--- config.mk ---
export PLATFORM = sky130hd
export DESIGN_NAME = spi_bus_arbiter
export DESIGN_NICKNAME = d
export VERILOG_FILES = /design/src/rtl/spi_arb_pkg.sv /design/src/rtl/rr_arbiter2.sv /design/src/rtl/spi_bus_arbiter.sv
export SDC_FILE = /design/constraint.sdc
export NUM_CORES = 1
export LEC_CHECK = 0
export BUFFER_PORTS_ARGS = -buffer_cell sky130_fd_sc_hd__buf_2
export CORE_MARGIN = 2
export CORE_UTILIZATION = 50
export DETAILED_ROUTE_END_ITERATION = 10
export GPL_TIMING_DRIVEN = 1
export PLACE_DENSITY = 0.75
export SYNTH_ARGS = -nofsm -noshare
export SYNTH_HDL_FRONTEND = slang
export SYNTH_SLANG_ARGS = --single-unit
--- constraint.sdc ---
create_clock -name clk -period 4.3 [get_ports clk]
set_input_delay 1.075 -clock clk [delete_from_list [all_inputs] [get_ports clk]]
set_output_delay 1.075 -clock clk [all_outputs]
set_load 0.1 [all_outputs]
--- src/rtl/spi_arb_pkg.sv ---
// ============================================================================
// Module      : spi_arb_pkg
// Description : Shared state encoding, default byte width and timeout-counter
//               sizing for the SPI bus arbiter.
// Revision    : 1.0 - initial release
// ============================================================================
`default_nettype none

package spi_arb_pkg;

    localparam int c_data_w = 8;

    typedef enum logic [1:0] {
        ST_IDLE  = 2'd0,
        ST_START = 2'd1,
        ST_WAIT  = 2'd2,
        ST_DONE  = 2'd3
    } arb_state_t;

    // Bits needed to hold 0..timeout, never less than one.
    function automatic int cnt_width(input int timeout);
        int w;
        w = $clog2(timeout + 1);
        if (w < 1) begin
            w = 1;
        end
        return w;
    endfunction

endpackage

`default_nettype wire

--- src/rtl/rr_arbiter2.sv ---
// ============================================================================
// Module      : rr_arbiter2
// Description : Two-way combinational round-robin grant; the requester that
//               was not served last wins a contention.
// Revision    : 1.0 - initial release
// ============================================================================
`default_nettype none

module rr_arbiter2 (
    input  logic [1:0] req,
    input  logic       last,
    output logic [1:0] gnt
);

    always_comb begin
        gnt = 2'b00;
        case (req)
            2'b01:   gnt = 2'b01;
            2'b10:   gnt = 2'b10;
            2'b11:   gnt = last ? 2'b01 : 2'b10;
            default: gnt = 2'b00;
        endcase
    end

endmodule

`default_nettype wire

--- src/rtl/spi_bus_arbiter.sv ---
// ============================================================================
// Module      : spi_bus_arbiter
// Description : Shares one SPI master between two byte requesters: arbitrate,
//               start, wait with timeout, return the read byte to the winner.
// Revision    : 1.0 - initial release
// ============================================================================
`default_nettype none

module spi_bus_arbiter
    import spi_arb_pkg::*;
#(
    parameter int DATA_W  = c_data_w,
    parameter int TIMEOUT = 4096
) (
    input  logic              clk,
    input  logic              rst_n,
    input  logic [1:0]        req,
    input  logic [DATA_W-1:0] tx_data0,
    input  logic [DATA_W-1:0] tx_data1,
    input  logic              slave0,
    input  logic              slave1,
    output logic [1:0]        ack,
    output logic [DATA_W-1:0] rx_data,
    output logic              err,
    output logic              busy,
    input  logic              m_ready,
    input  logic              m_done,
    input  logic [DATA_W-1:0] m_rx,
    output logic              m_start,
    output logic [DATA_W-1:0] m_data,
    output logic              m_slave
);

    localparam int                 c_cnt_w   = cnt_width(TIMEOUT);
    localparam logic [c_cnt_w-1:0] c_cnt_lim = c_cnt_w'(TIMEOUT);

    arb_state_t          state_q, state_d;
    logic                last_q, last_d;
    logic                win_q, win_d;
    logic [c_cnt_w-1:0]  cnt_q, cnt_d;
    logic [DATA_W-1:0]   m_data_q, m_data_d;
    logic                m_slave_q, m_slave_d;
    logic [DATA_W-1:0]   rx_data_q, rx_data_d;
    logic                err_pend_q, err_pend_d;

    logic [1:0]          w_gnt;
    logic                w_expired;

    rr_arbiter2 u_rr (
        .req  (req),
        .last (last_q),
        .gnt  (w_gnt)
    );

    // The counter holds the number of WAIT cycles already spent; aborting
    // once it reaches TIMEOUT places the error ack TIMEOUT+2 cycles after
    // the start pulse, leaving the master TIMEOUT+1 WAIT cycles to answer.
    generate
        if (TIMEOUT != 0) begin : g_timeout
            assign w_expired = (cnt_q == c_cnt_lim);
        end else begin : g_no_timeout
            assign w_expired = 1'b0;
        end
    endgenerate

    always_comb begin
        state_d    = state_q;
        last_d     = last_q;
        win_d      = win_q;
        cnt_d      = cnt_q;
        m_data_d   = m_data_q;
        m_slave_d  = m_slave_q;
        rx_data_d  = rx_data_q;
        err_pend_d = err_pend_q;

        case (state_q)
            ST_IDLE: begin
                if ((w_gnt != 2'b00) && m_ready) begin
                    win_d     = w_gnt[1];
                    m_data_d  = w_gnt[1] ? tx_data1 : tx_data0;
                    m_slave_d = w_gnt[1] ? slave1 : slave0;
                    state_d   = ST_START;
                end
            end
            ST_START: begin
                cnt_d   = '0;
                state_d = ST_WAIT;
            end
            ST_WAIT: begin
                // A completion in the final timeout cycle still counts as good.
                if (m_done) begin
                    rx_data_d  = m_rx;
                    err_pend_d = 1'b0;
                    state_d    = ST_DONE;
                end else if (w_expired) begin
                    rx_data_d  = '0;
                    err_pend_d = 1'b1;
                    state_d    = ST_DONE;
                end else if (cnt_q != {c_cnt_w{1'b1}}) begin
                    cnt_d = cnt_q + 1'b1;
                end
            end
            ST_DONE: begin
                last_d  = win_q;
                state_d = ST_IDLE;
            end
            default: begin
                state_d = ST_IDLE;
            end
        endcase
    end

    always_ff @(posedge clk or negedge rst_n) begin
        if (!rst_n) begin
            state_q    <= ST_IDLE;
            last_q     <= 1'b1;
            win_q      <= 1'b0;
            cnt_q      <= '0;
            m_data_q   <= '0;
            m_slave_q  <= 1'b0;
            rx_data_q  <= '0;
            err_pend_q <= 1'b0;
        end else begin
            state_q    <= state_d;
            last_q     <= last_d;
            win_q      <= win_d;
            cnt_q      <= cnt_d;
            m_data_q   <= m_data_d;
            m_slave_q  <= m_slave_d;
            rx_data_q  <= rx_data_d;
            err_pend_q <= err_pend_d;
        end
    end

    assign m_start = (state_q == ST_START);
    assign busy    = (state_q != ST_IDLE);
    assign ack     = (state_q == ST_DONE) ? (win_q ? 2'b10 : 2'b01) : 2'b00;
    assign err     = (state_q == ST_DONE) && err_pend_q;
    assign m_data  = m_data_q;
    assign m_slave = m_slave_q;
    assign rx_data = rx_data_q;

endmodule

`default_nettype wire

==> run summary, run 1 <==
===============================================================================================
Count of final hold-check violations                                                          0
Layout Utilization                                                                        62.6%
Type of the worst min-delay path                                                     reg -> reg
Clock input transition at the sequential cells of the worst setup and hold paths        0.07 ns
IO Port Bufs                                                                                 53
Overall die height                                                                 65.1 microns
Post-route fraction of the period consumed by the critical path                           61.5%
I/O pins                                                                                     54
Post-synthesis average cell area                                                     10.6 sq um
Latest clock arrival within the worst-skew pair                                         0.29 ns
Antenna violations before repair                                                              0
Worst Hold Slack                                                                       0.482 ns
Area of the die                                                                    0.00424 sq mm
Number of standard-cell rows in the floorplan                                                22
Iter 0 DRT Violations                                                                        49
Core ar.                                                                           0.00363 sq mm
Maximum capacitance violations                                                                0
Area growth from synthesis to layout                                                      21.9%
Share of synthesized registers carrying an async set or reset                              100%
Detailed-routing iteration count for the pre-antenna-repair pass                              4
Final GP Congestion                                                                       0.834
Area share of and/or/nand/nor cells after synthesis                                       16.4%
Worst R2R Setup Slack                                                                   1.93 ns
Critical Path Slowest Stage Cell                                                          buf_2
Adder-cell area share of the yosys netlist                                                4.69%
Number of buffers inserted by hold repair at cts                                              0
Post-CTS Setup Repair Bufs                                                                    0
Number of sinks handled by clock tree synthesis                                              35
Buffers & Inverters on Critical Path                                                          2
Slew @ Worst Pin                                                                        1.17 ns
Share of post-route cells with drive strength above 1                                     30.4%
Type of the worst setup path                                                         reg -> out
Starting utilization of the core area                                                     51.3%
Worst relative slew slack                                                                 21.5%
Commonest non-fill, non-tap cell in the layout                                            buf_2
Crit path max-delay family                                                         buffers and inverters
Largest net degree at the start of global routing                                            36
Routed WL                                                                          3950 microns
Outcome                                                                            finished, final reports clean
Slew Limit Fails                                                                              0
Wire length of the first global-routing pass                                       6630 microns
Number of synthesized register bits                                                          35
Instance count of the mapped netlist                                                        176
Setup repair after global routing missed its margin                                          no
PostCTS Resize Cnt                                                                            0
Most used DFF post-synth                                                                dfrtp_1
Highest-count cells in the layout ignoring fill and taps                           buf_2, dfrtp_1, nand2_1
Combinational family with the most area after synthesis                            compound AO/OA/AOI/OAI gates
Highest attainable clock frequency                                                      378 MHz
Area of the mapped netlist                                                         0.00187 sq mm
TritonCTS Buffers                                                                             5
All-Layer GR Usage                                                                        20.7%
Fin Setup TNS                                                                              0 ns
Sum of overflow across all layers after global routing                                        0
CTS tree                                                                                   done
Total number of vias                                                                      1,541
CTS H-tree lvls                                                                               2
Proportion of synthesized chip area in sequential cells                                   47.0%
Vias in the first global route                                                            1,492
Xor and xnor fraction of the mapped netlist area                                             0%
Kind of start point of the critical path                                              flip-flop
Count of nets after finishing                                                               268
Capturing element type of the critical path                                          output pin
Multiplexer area fraction after synthesis                                                 7.18%
Nets in the synthesized netlist                                                             215
Final setup margin                                                                      1.66 ns
Ratio of routed vias to standard cells                                                     5.54
Worst Path Required                                                                     3.22 ns
Max Fanout on Critical Path                                                                   6
Setup violations, final                                                                       0
Number of distinct library cells after synthesis                                             46
DP Wirelength                                                                      2860 microns
CP arrival                                                                              1.57 ns
Synthesized-area fraction occupied by ao, oa, aoi and oai cells                           21.5%
Critical-path cell list                                                            inv_1, ha_1, buf_2
Delay of the slowest critical-path stage                                                0.47 ns
Number of synthesized flops with an enable pin                                                0
Warnings, synthesis                                                                           0
Remaining design rule violation count                                                         0
DIE WIDTH                                                                          65.1 microns
Pre-CTS worst setup slack                                                               1.71 ns
Fin crit period                                                                         2.64 ns
Clock tree root driver cell                                                            clkbuf_8
Clock skew after layout                                                              0.00452 ns
ANT cells                                                                                     0
Clock Tree Buf Depth                                                                          2
Wire length per cell after detailed routing                                        14.2 microns
Antenna-violating nets left                                                                   0
===============================================================================================
[cells in the mapped netlist, types with 4 or more instances]
cell,instances,area (sq um)
o31ai_1,5,37.5
nor2b_1,4,25.0
a31oi_1,6,37.5
nand3_1,4,20.0
and2_1,4,25.0
o21ai_0,13,65.1
clkbuf_1,4,15.0
inv_1,7,26.3
nand2_1,18,67.6
and4_1,4,35.0
mux2i_1,10,100
dfrtp_1,34,851
a22o_1,8,70.1
ha_1,7,87.6
[per-stage QoR]
step	instance area [sq um]	cells
floorplan	1870	176
global placement	2160	270
detailed placement	2160	270
CTS	2270	278
global route	2270	278
finish	2270	278
[sequential cells by signal (all words and copies together), names as in the netlist]
| signal | flops |
|---|---|
| cnt_q | 13 |
| err_pend_q | 1 |
| last_q | 1 |
| m_data | 8 |
| m_slave | 1 |
| rx_data | 8 |
| state_q | 2 |
| win_q | 1 |
[final cells by class]
cell class	instances	area [sq um]
sequential	35	877
clock buffer	6	82.6
multi-input combinational	127	928
clock inverter	2	35.0
inverter	7	26.3
tap	48	60.1
timing repair buffer	53	265
fill	305	1360
[cell families (layout without fill, tap and decap cells)]
group                    Yosys count  in the layout
adder cells (fa/ha/maj)            7              7
AND/OR/NAND/NOR                   54             54
multiplexers                      13             13
AO/OA/AOI/OAI                     53             53
buffers and inverters             14             68
flip-flops                        35             35
[path summary, 6_finish.rpt]
| path | start | endpoint | cells after the start |
|---|---|---|---|
| setup / recovery | state_q[1] | m_start | 3 |
| hold / removal | m_data[0] | m_data[0] | 2 |
| setup reg to reg | state_q[0] | cnt_q[9] | 6 |
| hold reg to reg | m_data[0] | m_data[0] | 2 |
| max in group asynchronous | rst_n | cnt_q[6] | 1 |
| min in group asynchronous | rst_n | rx_data[2] | 1 |
[worst min-delay path: cells and delay by family, from the launching register on]
family,cells,cell delay [ns]
AO/OA/AOI/OAI,1,0.06
flip-flops,1,0.34
AND/OR/NAND/NOR,1,0.04
[routing by layer]
| metal | GRT usage [%] | up-vias | share of wire, % |
|---|---|---|---|
| li1 | - | 770 | - |
| met1 | 25.4 | 726 | 48 |
| met2 | 34.3 | 35 | 46 |
| met3 | 5.38 | 10 | 4.1 |
| met4 | 9.38 | 0 | 2.1 |
| met5 | 0 | - | 0 |
Power of run 1 is left out: the tool's default activity adds up to more than one toggle a clock period on the data nets, which glitch-free logic cannot reach.
==> inputs of run 2 (changes only) <==
--- a/config.mk
+++ b/config.mk
@@ -5,12 +5,13 @@
 export SDC_FILE = /design/constraint.sdc
 export NUM_CORES = 1
 export LEC_CHECK = 0
+export ABC_AREA = 1
 export BUFFER_PORTS_ARGS = -buffer_cell sky130_fd_sc_hd__buf_2
 export CORE_MARGIN = 2
-export CORE_UTILIZATION = 50
+export CORE_UTILIZATION = 47
 export DETAILED_ROUTE_END_ITERATION = 10
 export GPL_TIMING_DRIVEN = 1
-export PLACE_DENSITY = 0.75
+export PLACE_DENSITY = 0.73
 export SYNTH_ARGS = -nofsm -noshare
 export SYNTH_HDL_FRONTEND = slang
 export SYNTH_SLANG_ARGS = --single-unit
==> constraint.sdc (replaced) <==
create_clock -name clk -period 2.3 [get_ports clk]
set_input_delay 0.575 -clock clk [delete_from_list [all_inputs] [get_ports clk]]
set_output_delay 0.575 -clock clk [all_outputs]
set_load 0.1 [all_outputs]
==> run 2 against run 1 <==
Against the previous run:
- register-to-register slack got worse by 1.5 ns
- global-route usage fell by 1.6 points
- non-clock buffer count rose by 1
- critical path type unchanged
- cell area rose by 6.2%
- setup slack got worse by 1.4 ns
- synthesized cell count rose by 55%
- cell count rose by 37%
- first-iteration DRC count rose by 67%
- hold slack got worse by 0.11 ns
- critical endpoint is now ack[0]
- sequential cell count did not move
- clock-buffer cell count fell by 1
==> run summary, run 2 <==
===============================================================================================
Fin crit period                                                                         2.08 ns
IO Port Bufs                                                                                 53   unchanged
Iter 0 DRT Violations                                                                        82   was 49
Most flops, register                                                                      cnt_q   unchanged
Kind of start point of the critical path                                              flip-flop   unchanged
Post-synthesis average cell area                                                     7.45 sq um   was 10.6 sq um
Highest-count cells in the layout ignoring fill and taps                           nand2_1, buf_2, dfrtp_1   was buf_2, dfrtp_1, nand2_1
Slew @ Worst Pin                                                                       0.787 ns   was 1.17 ns
Routed WL                                                                          4330 microns   was 3950 microns
DP Wirelength                                                                      3130 microns   was 2860 microns
Sequential power share                                                                    26.1%
Wire length per cell after detailed routing                                        11.4 microns   was 14.2 microns
TritonCTS Buffers                                                                             5   unchanged
Internal power contribution                                                             1.40 mW
Starting utilization of the core area                                                     49.8%   was 51.3%
Largest net degree at the start of global routing                                            36   unchanged
Design area                                                                        0.00241 sq mm   was 0.00227 sq mm
Area taken by flip-flops and latches                                                  877 sq um   unchanged
Count of final hold-check violations                                                          0   unchanged
DIE WIDTH                                                                          69.8 microns   was 65.1 microns
Remaining design rule violation count                                                         0   unchanged
Setup repair after global routing missed its margin                                          no   unchanged
Fill cell instance count of the final layout                                                377   was 305
PostCTS Resize Cnt                                                                            0   unchanged
Sum of overflow across all layers after global routing                                        0   unchanged
Non-Filler Instances                                                                        380   was 278
Area after DPL                                                                     0.00233 sq mm   was 0.00216 sq mm
Top cells by area in the synthesized netlist                                       dfrtp_1, nand2_1, nor2_1   was dfrtp_1, mux2i_1, ha_1
Post-synth top area cell                                                                dfrtp_1   unchanged
Number of placed instances, taps included                                                   372   was 270
I/O pins                                                                                     54   unchanged
Pwr per Cell Area                                                                  1490 mW/mm^2
Proportion of synthesized chip area in sequential cells                                   43.1%   was 47.0%
Net Switching                                                                           2.19 mW
Critical register-to-register path endpoint                                            cnt_q[3]   was cnt_q[9]
Worst r2r path cells                                                                         10   was 6
Share of the synthesized area in the top cell type                                        41.8%   was 45.6%
Commonest non-fill, non-tap cell in the layout                                          nand2_1   was buf_2
Wire length of the first global-routing pass                                       7560 microns   was 6630 microns
Count of nets after finishing                                                               368   was 268
CP arrival                                                                              1.50 ns   was 1.57 ns
Worst R2R Setup Slack                                                                   0.42 ns   was 1.93 ns
Number of standard-cell rows in the floorplan                                                23   was 22
Antenna violations before repair                                                              0   unchanged
Most used standard cells in the synthesized netlist                                nand2_1, dfrtp_1, nor2_1   was dfrtp_1, nand2_1, o21ai_0
ANT cells                                                                                     0   unchanged
Share of synthesized registers carrying an async set or reset                              100%   unchanged
Type of the worst min-delay path                                                    in -> async   was reg -> reg
Maximum capacitance violations                                                                0   unchanged
Outcome                                                                            finished, final reports clean   unchanged
Latest clock arrival within the worst-skew pair                                         0.28 ns   was 0.29 ns
Setup violations, final                                                                       0   unchanged
Final GP Congestion                                                                       0.845   was 0.834
Total number of vias                                                                      1,792   was 1,541
Dominant cell by count in the synthesized netlist                                       nand2_1   was dfrtp_1
Clock skew after layout                                                              0.00592 ns   was 0.00452 ns
Area of the die                                                                    0.00487 sq mm   was 0.00424 sq mm
All-Layer GR Usage                                                                        19.1%   was 20.7%
Share of post-route cells with drive strength above 1                                     24.2%   was 30.4%
Warnings, synthesis                                                                           0   unchanged
Number of buffers inserted by hold repair at cts                                              0   unchanged
Clock network fraction of design power                                                    12.2%
Area growth from synthesis to layout                                                      18.8%   was 21.9%
Highest attainable clock frequency                                                      481 MHz
Instance count of the mapped netlist                                                        273   was 176
Number of distinct library cells after synthesis                                             28   was 46
Most used DFF post-synth                                                                dfrtp_1   unchanged
Leak Pwr                                                                                1.29 nW
CTS tree                                                                                   done   unchanged
Area of the mapped netlist                                                         0.00203 sq mm   was 0.00187 sq mm
Vias in the first global route                                                            1,637   was 1,492
Detailed-routing iteration count for the pre-antenna-repair pass                              4   unchanged
Worst Hold Slack                                                                       0.368 ns   was 0.482 ns
Fin Setup TNS                                                                              0 ns   unchanged
Worst relative slew slack                                                                 47.6%   was 21.5%
Post-route fraction of the period consumed by the critical path                           90.4%
Switching share of total power                                                            61.0%
Clock input transition at the sequential cells of the worst setup and hold paths        0.07 ns   about the same
Antenna-violating nets left                                                                   0   unchanged
Overall die height                                                                 69.8 microns   was 65.1 microns
Post-CTS Setup Repair Bufs                                                                    0   unchanged
Slew Limit Fails                                                                              0   unchanged
Capturing element type of the critical path                                          output pin   unchanged
Clock tree root driver cell                                                            clkbuf_8   unchanged
Max Fanout on Critical Path                                                                   4   was 6
Number of synthesized flops with an enable pin                                                0   unchanged
Worst Path Required                                                                     1.73 ns   was 3.22 ns
Flip-flop count of the largest register after layout                                         13   unchanged
Logic gate share of total power                                                           61.7%
Clock Tree Buf Depth                                                                          2   unchanged
Ratio of routed vias to standard cells                                                     4.72   was 5.54
IR Drop Worst-Case VDD                                                                   983 uV
Area taken by multi-input logic gates                                              0.00101 sq mm   was 928 sq um
Core ar.                                                                           0.00409 sq mm   was 0.00363 sq mm
Reg-to-Reg Start                                                                     state_q[0]   unchanged
Type of the worst setup path                                                         reg -> out   unchanged
Nets in the synthesized netlist                                                             312   was 215
Number of sinks handled by clock tree synthesis                                              35   unchanged
CTS H-tree lvls                                                                               2   unchanged
Number of synthesized register bits                                                          35   unchanged
===============================================================================================
## run 2: cell count changes after synthesis, sizes merged, moves of 4 or more
| cell | before | now |
|---|---|---|
| o21ai | 14 | 21 |
| nor2 | 3 | 40 |
| inv | 7 | 25 |
| nand2 | 18 | 105 |
| a31oi | 6 | 1 |
| nand3 | 4 | 18 |
| o31ai | 6 | 0 |
| nor2b | 4 | 0 |
| and2 | 4 | 0 |
| and4 | 4 | 0 |
| mux2i | 10 | 0 |
| a22o | 8 | 0 |
## run 2: layout make-up
cell class	instances	share of cell area [%]
inverter	27	4.25
sequential	35	36.3
multi-input combinational	206	41.9
timing repair buffer	54	11.3
clock inverter	3	0.829
clock buffer	5	2.85
tap	50	2.59
## run 2: per-stage QoR
stage	power, mW	worst slack [ns]	util (%)
after global routing	3.79	0.164	59.1
after global placement	3.16	0.497	56.9
after CTS	3.62	0.231	59.1
final	3.59	0.220	59.1
after detailed placement	3.17	0.447	56.9
after floorplan	2.84	0.203	-
## run 2: logic make-up after synthesis
kind of cell,share of synthesized area [%]
simple gates,37.7
flops,43.1
buf+inv,7.26
compound gates,6.71
fa+ha+maj,4.31
xor+xnor,0.862
## run 2: worst max-delay path, stage by stage, from the launching register on
cell,delay (ns)
dfrtp_1,0.41
ha_1,0.23
inv_1,0.08
nor2_2,0.08
buf_2,0.43
## run 2: worst max path at each step
stage	from	to	slack [ns]	depth (start not counted)
global route	state_q[1]	ack[0]	0.16	4
detailed placement	state_q[0]	cnt_q[3]	0.45	10
finish	state_q[1]	ack[0]	0.22	4
CTS	state_q[1]	ack[0]	0.23	4
global placement	state_q[0]	cnt_q[6]	0.50	10
floorplan	state_q[1]	cnt_q[4]	0.20	8
## run 2: routing by layer
metal / wire [microns] / GRT usage (%) / part of all wire, % / vias up
met5: 0 / 0 / 0 / -
met2: 1920 / 29.1 / 44 / 34
met4: 55 / 5.77 / 1.3 / 0
met1: 2210 / 26.8 / 51 / 790
met3: 150 / 4.94 / 3.5 / 5
li1: - / - / - / 963
## run 2: power by group through the flow
stage          logic [mW]  clock network, mW  registers, mW
4_1_cts              2.23              0.457          0.934
3_5_place_dp         2.23                  0          0.939
2_1_floorplan       0.904                  0           1.94
5_1_grt              2.35              0.486          0.952
6_report             2.22              0.439          0.938
3_3_place_gp         2.22                  0          0.941
Note: power is estimated with default switching activity, not from simulation.
